==> src/rtl/alu_iterative.sv <==
// Multi-cycle RV32IM integer ALU: single-cycle ops finish one cycle after accept,
// while MUL/DIV/REM iterate one bit per cycle over magnitudes and apply the sign at the end.
module alu_iterative #(
  parameter int DATA_WIDTH    = 32,
  parameter int OPCODE_LENGTH = 5
) (
  input  logic                     clk,
  input  logic                     reset,
  input  logic                     in_valid,
  output logic                     in_ready,
  input  logic [DATA_WIDTH-1:0]    SrcA,
  input  logic [DATA_WIDTH-1:0]    SrcB,
  input  logic [OPCODE_LENGTH-1:0] Operation,
  output logic                     out_valid,
  input  logic                     out_ready,
  output logic [DATA_WIDTH-1:0]    ALUResult,
  output logic                     busy
);

  localparam int N   = DATA_WIDTH;
  localparam int SHW = $clog2(DATA_WIDTH);

  localparam logic [OPCODE_LENGTH-1:0] OP_ADD   = OPCODE_LENGTH'(0);
  localparam logic [OPCODE_LENGTH-1:0] OP_SUB   = OPCODE_LENGTH'(1);
  localparam logic [OPCODE_LENGTH-1:0] OP_XOR   = OPCODE_LENGTH'(2);
  localparam logic [OPCODE_LENGTH-1:0] OP_OR    = OPCODE_LENGTH'(3);
  localparam logic [OPCODE_LENGTH-1:0] OP_AND   = OPCODE_LENGTH'(4);
  localparam logic [OPCODE_LENGTH-1:0] OP_SRL   = OPCODE_LENGTH'(5);
  localparam logic [OPCODE_LENGTH-1:0] OP_SLL   = OPCODE_LENGTH'(6);
  localparam logic [OPCODE_LENGTH-1:0] OP_SRA   = OPCODE_LENGTH'(7);
  localparam logic [OPCODE_LENGTH-1:0] OP_SLT   = OPCODE_LENGTH'(8);
  localparam logic [OPCODE_LENGTH-1:0] OP_SLTU  = OPCODE_LENGTH'(9);
  localparam logic [OPCODE_LENGTH-1:0] OP_EQ    = OPCODE_LENGTH'(10);
  localparam logic [OPCODE_LENGTH-1:0] OP_MUL   = OPCODE_LENGTH'(11);
  localparam logic [OPCODE_LENGTH-1:0] OP_MULH  = OPCODE_LENGTH'(12);
  localparam logic [OPCODE_LENGTH-1:0] OP_MULHU = OPCODE_LENGTH'(13);
  localparam logic [OPCODE_LENGTH-1:0] OP_DIV   = OPCODE_LENGTH'(14);
  localparam logic [OPCODE_LENGTH-1:0] OP_DIVU  = OPCODE_LENGTH'(15);
  localparam logic [OPCODE_LENGTH-1:0] OP_REM   = OPCODE_LENGTH'(16);
  localparam logic [OPCODE_LENGTH-1:0] OP_REMU  = OPCODE_LENGTH'(17);

  typedef enum logic [1:0] {S_IDLE, S_RUN, S_DONE} state_t;

  state_t                     state_q;
  logic [OPCODE_LENGTH-1:0]   op_q;
  logic [N-1:0]               opnd_q;    // multiplicand or divisor
  logic [N:0]                 hi_q;      // product high half or partial remainder
  logic [N-1:0]               lo_q;      // multiplier or dividend, shifted out one bit per step
  logic                       neg_q;
  logic [SHW-1:0]             cnt_q;
  logic [N-1:0]               result_q;
  logic                       in_ready_q;
  logic                       out_valid_q;
  logic                       busy_q;

  // Accept-time decode
  logic [SHW-1:0] shamt;
  logic           a_neg, b_neg, div_zero, div_ovf, is_mul, is_div, start_iter;
  logic [N-1:0]   a_mag, b_mag, simple_res, init_opnd, init_lo;
  logic           init_neg;

  always_comb begin
    shamt      = SrcB[SHW-1:0];
    a_neg      = SrcA[N-1];
    b_neg      = SrcB[N-1];
    a_mag      = a_neg ? -SrcA : SrcA;
    b_mag      = b_neg ? -SrcB : SrcB;
    div_zero   = (SrcB == '0);
    div_ovf    = (SrcA == {1'b1, {(N-1){1'b0}}}) && (SrcB == '1);
    is_mul     = (Operation == OP_MUL) || (Operation == OP_MULH) || (Operation == OP_MULHU);
    is_div     = (Operation == OP_DIV) || (Operation == OP_DIVU) ||
                 (Operation == OP_REM) || (Operation == OP_REMU);
    start_iter = is_mul || (is_div && !div_zero &&
                 !(div_ovf && ((Operation == OP_DIV) || (Operation == OP_REM))));

    simple_res = '0;
    case (Operation)
      OP_ADD:  simple_res = SrcA + SrcB;
      OP_SUB:  simple_res = SrcA - SrcB;
      OP_XOR:  simple_res = SrcA ^ SrcB;
      OP_OR:   simple_res = SrcA | SrcB;
      OP_AND:  simple_res = SrcA & SrcB;
      OP_SRL:  simple_res = SrcA >> shamt;
      OP_SLL:  simple_res = SrcA << shamt;
      OP_SRA:  simple_res = $signed(SrcA) >>> shamt;
      OP_SLT:  simple_res = {{(N-1){1'b0}}, $signed(SrcA) < $signed(SrcB)};
      OP_SLTU: simple_res = {{(N-1){1'b0}}, SrcA < SrcB};
      OP_EQ:   simple_res = {{(N-1){1'b0}}, SrcA == SrcB};
      OP_DIV:  simple_res = div_zero ? '1 : (div_ovf ? SrcA : '0);
      OP_DIVU: simple_res = div_zero ? '1 : '0;
      OP_REM:  simple_res = div_zero ? SrcA : '0;
      OP_REMU: simple_res = div_zero ? SrcA : '0;
      default: simple_res = '0;
    endcase

    init_opnd = SrcA;
    init_lo   = SrcB;
    init_neg  = 1'b0;
    case (Operation)
      OP_MULH: begin
        init_opnd = a_mag;
        init_lo   = b_mag;
        init_neg  = a_neg ^ b_neg;
      end
      OP_DIV: begin
        init_opnd = b_mag;
        init_lo   = a_mag;
        init_neg  = a_neg ^ b_neg;
      end
      OP_REM: begin
        init_opnd = b_mag;
        init_lo   = a_mag;
        init_neg  = a_neg;   // remainder takes the dividend's sign
      end
      OP_DIVU, OP_REMU: begin
        init_opnd = SrcB;
        init_lo   = SrcA;
      end
      default: ;
    endcase
  end

  // One iteration step and the final sign-fixed result
  logic           op_is_mul;
  logic [N:0]     mul_sum, div_shift, div_diff, hi_d;
  logic           div_ge;
  logic [N-1:0]   lo_d, quo_s, rem_v, rem_s, iter_res;
  logic [2*N-1:0] prod, prod_s;

  always_comb begin
    op_is_mul = (op_q == OP_MUL) || (op_q == OP_MULH) || (op_q == OP_MULHU);
    mul_sum   = hi_q + (lo_q[0] ? {1'b0, opnd_q} : '0);
    div_shift = {hi_q[N-1:0], lo_q[N-1]};
    div_ge    = div_shift >= {1'b0, opnd_q};
    div_diff  = div_shift - {1'b0, opnd_q};
    if (op_is_mul) begin
      hi_d = {1'b0, mul_sum[N:1]};
      lo_d = {mul_sum[0], lo_q[N-1:1]};
    end else begin
      hi_d = div_ge ? div_diff : div_shift;
      lo_d = {lo_q[N-2:0], div_ge};
    end
    prod     = {hi_d[N-1:0], lo_d};
    prod_s   = neg_q ? -prod : prod;
    quo_s    = neg_q ? -lo_d : lo_d;
    rem_v    = hi_d[N-1:0];
    rem_s    = neg_q ? -rem_v : rem_v;
    iter_res = '0;
    case (op_q)
      OP_MUL:                    iter_res = prod_s[N-1:0];
      OP_MULH, OP_MULHU:         iter_res = prod_s[2*N-1:N];
      OP_DIV, OP_DIVU:           iter_res = quo_s;
      OP_REM, OP_REMU:           iter_res = rem_s;
      default:                   iter_res = '0;
    endcase
  end

  always_ff @(posedge clk) begin
    if (reset) begin
      state_q     <= S_IDLE;
      op_q        <= '0;
      opnd_q      <= '0;
      hi_q        <= '0;
      lo_q        <= '0;
      neg_q       <= 1'b0;
      cnt_q       <= '0;
      result_q    <= '0;
      in_ready_q  <= 1'b1;
      out_valid_q <= 1'b0;
      busy_q      <= 1'b0;
    end else begin
      case (state_q)
        S_IDLE: begin
          if (in_valid && in_ready_q) begin
            op_q       <= Operation;
            opnd_q     <= init_opnd;
            lo_q       <= init_lo;
            hi_q       <= '0;
            neg_q      <= init_neg;
            cnt_q      <= '0;
            in_ready_q <= 1'b0;
            busy_q     <= 1'b1;
            if (start_iter) begin
              state_q <= S_RUN;
            end else begin
              state_q     <= S_DONE;
              result_q    <= simple_res;
              out_valid_q <= 1'b1;
            end
          end
        end
        S_RUN: begin
          hi_q  <= hi_d;
          lo_q  <= lo_d;
          cnt_q <= cnt_q + SHW'(1);
          // The last step writes the result directly, so RUN lasts exactly N cycles
          if (cnt_q == SHW'(N-1)) begin
            state_q     <= S_DONE;
            result_q    <= iter_res;
            out_valid_q <= 1'b1;
            cnt_q       <= '0;
          end
        end
        S_DONE: begin
          if (out_ready) begin
            state_q     <= S_IDLE;
            out_valid_q <= 1'b0;
            busy_q      <= 1'b0;
            in_ready_q  <= 1'b1;
          end
        end
        default: state_q <= S_IDLE;
      endcase
    end
  end

  assign in_ready  = in_ready_q;
  assign out_valid = out_valid_q;
  assign busy      = busy_q;
  assign ALUResult = result_q;

endmodule

==> config.mk <==
export PLATFORM = sky130hd
export DESIGN_NAME = alu_iterative
export DESIGN_NICKNAME = d
export VERILOG_FILES = /design/src/rtl/alu_iterative.sv
export SDC_FILE = /design/constraint.sdc
export NUM_CORES = 1
export LEC_CHECK = 0
export CORE_AREA = 2 2 217 219
export DETAILED_ROUTE_END_ITERATION = 7
export DIE_AREA = 0 0 219 221
export PLACE_DENSITY = 0.74
export SYNTH_ARGS = -nofsm -noshare
export SYNTH_HDL_FRONTEND = slang
export SYNTH_SLANG_ARGS = --single-unit
==> constraint.sdc <==
create_clock -name clk -period 6.3 [get_ports clk]
set_input_delay 1.26 -clock clk [delete_from_list [all_inputs] [get_ports clk]]
set_output_delay 1.26 -clock clk [all_outputs]
set_load 0.01 [all_outputs]
Word level (Yosys, flattened, before mapping)
Cells that the tools add are included.

Bits of input ports: 73. Logic and storage cells: 144. Output and inout bits: 35. Bits in registers: 145.

Add/sub/neg operators: 10. Bitwise gates (word level): 4. Reductions and logical operators: 35. Equality and inequality tests: 34. Magnitude comparators: 3. Shift operators: 3. Multiplexer cells: 44.

Operator list (count): $mux 32 (14); $pmux 32 s14 (1); $pmux 32 s3 (2); $neg 32->32 (4); $pmux 32 s2 (2); $pmux 32 s4 (1); $mux 33 (3); $pmux 33 s2 (1); $eq 5x4->1 const B (13); $eq 32x32->1 const B (2); $lt 32x32->1 (2); $mux 64 (1); $neg 64->64 (1); $add 33x32->33 (1); $ge 33x32->1 (1); $sub 33x32->33 (1); $add 32x32->32 (1); $and 32x32->32 (1); $eq 32x32->1 (1); $logic_not 32->1 (1); $or 32x32->32 (1); $shl 32x5->32 (1); $shr 32x5->32 (1); $sshr 32x5->32 (1); 30 further kinds (75).

Depth between registers and ports, before layout
Depth in word-level cells: 10. Gate-level depth with buffers: 21.

Least setup slack after synthesis
OpenSTA, ideal clock, no wires.

Path kind: input -> register. From: input port SrcB[1]. To: register result_q[31] (netlist: ALUResult[31]). Stages: 18. Path slack: 0.625 ns. Arrival: 5.553 ns. Data required time: 6.178 ns. Setup time: 0.122 ns. Path through: clkbuf_1 > inv_1 > clkbuf_1 > clkbuf_1 > ha_1 > or4b_2 > or4_1 > nor3_1 > a21oi_1 > o21ai_0 > a31o_2 > and2_0 > nor2_1 > a21oi_1 > nor2b_1 > o2111ai_1 > and3_1 > a221o_1.

Word-level cells in the longest chain between the ends: 8.

RTL lines: start: declaration (line 12) `input logic [DATA_WIDTH-1:0] SrcB,`; parallel branches: the longest is 8 deep, another holds $sub 32x32->32; end signal: assignment (line 187) `result_q <= simple_res;`; end signal: assignment (line 199) `result_q <= iter_res;`; end: declaration (line 51) `logic [N-1:0] result_q;`.

Parallel ways; which one is timed is not known. The select of a mux whose other input is x is not followed. A chain may end at the register's enable or synchronous reset.

Worst setup path in the final report
From: register opnd_q[25]. To: register result_q[23] (netlist: ALUResult[23]).

Word-level cells in the longest chain between the ends: 8.

RTL lines: start: declaration (line 46) `logic [N-1:0] opnd_q;`; start signal: assignment (line 176) `opnd_q <= init_opnd;`; $ge 33x32->1 * (line 134) `div_ge = div_shift >= {1'b0, opnd_q};`; $mux 33 (line 140) `hi_d = div_ge ? div_diff : div_shift;`; $mux 33 (line 136) `if (op_is_mul) begin`; $neg 64->64 or $neg 32->32 (tied branches) (line 144, 147); $mux 64 or $mux 32 (tied branches) (line 144, 147); $pmux 32 s4 * (line 149) `case (op_q)`; $mux 32 * (line 197) `if (cnt_q == SHW'(N-1)) begin`; $pmux 32 s2 * (line 172) `case (state_q)`.

Every way passes the cells marked *; elsewhere a longest branch is shown, timed or not. The select of a mux whose other input is x is not followed.

==> metrics.yaml <==
outcome:
  outcome: "finished, final reports clean"
min_path:
  hp-class: "reg2reg"
  hold-path-cell-count: 2
  hold_end: "cnt_q[4]"
  hp-start: "cnt_q[4]"
timing:
  layout_setup_ws_ns: 0.292
  rsz0062_at_grt: "false"
  finalSetupViolations: 0
  finalCritPeriodShare_pct: 95.4
  fin_skew_ns: 0.0214
  clock.fmax_ghz: 0.166
  worst_slew_pin_slew_ns: 1.30
  period_minus_slack_ns: 6.01
  report.final.slew_viol_count: 0
  relSlewSlack_pct: 12.3
  finalSetupTns_ns: 0
  hold_violations: 0
synthesis:
  synthArstFlopShare_pct: 0
  synthTopCellsByArea: "dfxtp_1 (11%), ha_1 (8.4%), nor2_1 (7.1%), a21oi_1 (7.1%), o21ai_0 (5.4%)"
  syn_nets: 4048
  ys_seq_elements: 145
  synth_cell_types: 107
  synth_most_common_cell: "nor2_1"
  synth_cells: 3800
  ys_warn_count: 0
  synth_area_leader_cell: "dfxtp_1"
  synth_area_mm2: 0.0256
  yosysTopAreaCellShare_pct: 11.3
  synth.avg_cell_area_um2: 6.73
  seq_area_frac_synth_pct: 11.3
  synthFlopType: "dfxtp_1"
  synth_common_cells: "nor2_1 (482), a21oi_1 (361), nand2_1 (318)"
  synth_edf_count: 0
pwr:
  p_total_uw: 6170
  powerDensity_mw_per_mm2: 218
  pwr-share-seq_pct: 20.0
  irDropWorstVdd_uv: 243
  p_switching_uw: 3240
  power_frac_comb_pct: 62.9
  p_leak_uw: 0.0112
  power.share.clock_pct: 17.1
  p_int_uw: 2930
  p_sw_share_pct: 52.5
worst_setup_path:
  rrSetupSlack_ns: 0.29
  r2r-end: "ALUResult[23]"
  worst_path_largest_cell_delay_ns: 0.77
  critPathArrivalTime_ns: 6.34
  path_class: "reg2reg"
  cp-end-kind: "register"
  crit_family: "simple AND/OR/NAND/NOR gates"
  rr_worst_depth: 15
  critical_path_required_ns: 6.63
  cp_max_fo: 31
  startpoint_type: "register"
  crit_slowest_cell: "or4b_1"
  crit_buf_inv: 1
  crit_chain: "inv_1, ha_1, nand4b_1, nor4_2, o2111ai_1, o211a_1, nand2_4, a32oi_1, or4b_1, or2_1, nand2_1, a21o_1, a21oi_1, a31oi_1, o21ai_0"
  r2r_start: "opnd_q[25]"
  crit_cells: 15
clocking:
  clk_pin_slew_ns: 0.08
  cts_buffers: 17
  cts_sinks: 145
  htreeDepth: 4
  worstSkewPairLatency_ns: 0.49
  post-cts-setup-buffers: 0
  post_cts_resize_count: 0
  clockBufferDepth: 2
  ctsRootBufferMaster: "clkbuf_16"
  cts_tree: "built"
  hold_buffers: 0
flow_run:
  drv_cap: 0
global_route:
  grt_start_max_net_pins: 88
  grt_usage_pct: 54.9
  grt_pass1_wl_um: 198000
  grt_pass1_vias: 30500
  grt_overflow: 0
  antenna_found_initial: 7
floorplanning:
  rows: 79
  fp.dieH_um: 221
  dieWidth_um: 219
  core_area_mm2: 0.0461
  ios: 108
  die_area_mm2: 0.0484
  initial_core_util_pct: 55.6
cells_and_area:
  layout-drive-gt1-share_pct: 9.32
  fillers: 4380
  final_cell_area_mm2: 0.0283
  areaGrowthSynthToFinish_pct: 10.4
  multi_input_comb_area_mm2: 0.0209
  final_cells: 4431
  seq_area_mm2: 0.00290
  nNetsFinal: 4055
detailed_routing:
  dr.pass1.iters: 8
  wl_um: 137000
  viasPerCell: 7.53
  wl_per_cell_um: 30.8
  num_vias: 33400
  postRouteAntennaNets: 0
  drtIter0Drc: 5744
  drc_errors: 0
placed_design:
  placed_cell_area_mm2: 0.0277
  pre_cts_slack_ns: 0.165
  port_buffers: 107
  dp_cells: 4395
  gp_congestion: 1.14
  place_hpwl_um: 104000
==> state kept, by name, summed over array words and instances (netlist names) <==
register / count
hi_q: 33
ALUResult: 32
lo_q: 32
opnd_q: 32
cnt_q: 5
op_q: 5
state_q: 2
busy: 1
in_ready: 1
neg_q: 1
out_valid: 1
==> power groups by stage <==
stage,clock [µW],combinational [µW],sequential [µW]
after floorplan,0,2430,1190
after detailed placement,0,3630,1240
after global routing,1090,4080,1240
after global placement,0,3620,1230
after CTS,1050,3660,1220
final,1060,3880,1230
==> cells by family after synthesis <==
family | Yosys count | synth area share (%)
and+or+nand+nor | 1375 | 25.4
AOI/OAI and AO/OA | 1352 | 35.1
buffers and inverters | 470 | 7.21
adders and majority gates | 175 | 8.67
muxes | 145 | 7.48
DFF | 145 | 11.3
xor gates and xnor gates | 138 | 4.72
==> how the worst max path moves through the flow <==
stage / endpoint / slack [ns] / from
floorplan: ALUResult[31] / 0.62 / SrcB[1]
global placement: ALUResult[30] / 0.33 / SrcA[1]
detailed placement: ALUResult[30] / 0.16 / SrcA[0]
CTS: ALUResult[28] / 0.56 / opnd_q[8]
global route: ALUResult[14] / 0.16 / opnd_q[25]
finish: ALUResult[23] / 0.29 / opnd_q[25]
==> placed cells by master, fill, tap and decap left out, drive strengths merged, types with 25 or more instances in the layout <==
cell type	netlist	layout
o31ai	32	32
o211ai	42	42
a2111oi	25	25
mux2i	100	100
dfxtp	145	145
nor4	36	36
or3	65	65
clkdlybuf4s50	0	100
nand3	88	88
xor2	33	33
nor2	483	483
inv	153	161
and2	47	47
a22oi	58	58
and3	27	27
ha	171	171
mux4	36	36
o21ai	283	283
nand2	319	319
xnor2	105	105
a221oi	49	49
buf	59	204
a21oi	363	363
nand2b	35	35
nand4	45	45
o22ai	36	36
a21o	57	57
a211oi	104	104
nor3	125	125
a211o	26	26
a31oi	37	37
==> layer usage <==
| metal | wire [µm] | track usage [%] |
|---|---|---|
| met1 | 46900 | 63.7 |
| met2 | 54600 | 77.9 |
| met3 | 20500 | 22.4 |
| met4 | 14500 | 46.3 |
| met5 | 37 | 0.909 |
==> stage by stage <==
step	utilization (%)	hold WS, ns
6_report	61.3	0.468
5_1_grt	61.3	0.503
3_3_place_gp	60.1	0.447
3_5_place_dp	60.1	0.454
2_1_floorplan	-	0.436
4_1_cts	61.3	0.466
==> tightest hold or removal path, delay by kind of cell (launching register included) <==
kind	cells	cell delay [ns]
flip-flops	1	0.32
AO/OA/AOI/OAI	1	0.05
AND/OR/NAND/NOR	1	0.05
==> final cells by class <==
cell class	instances	share of cell area [%]
inverters	154	2.05
diodes	5	0.0443
multi-input cells	3185	73.9
repair buffers	304	9.01
flip-flops and latches	145	10.3
clock inverters	14	0.514
well taps	607	2.69
clock buffers	17	1.51
Note: power is estimated with default switching activity, not from simulation.
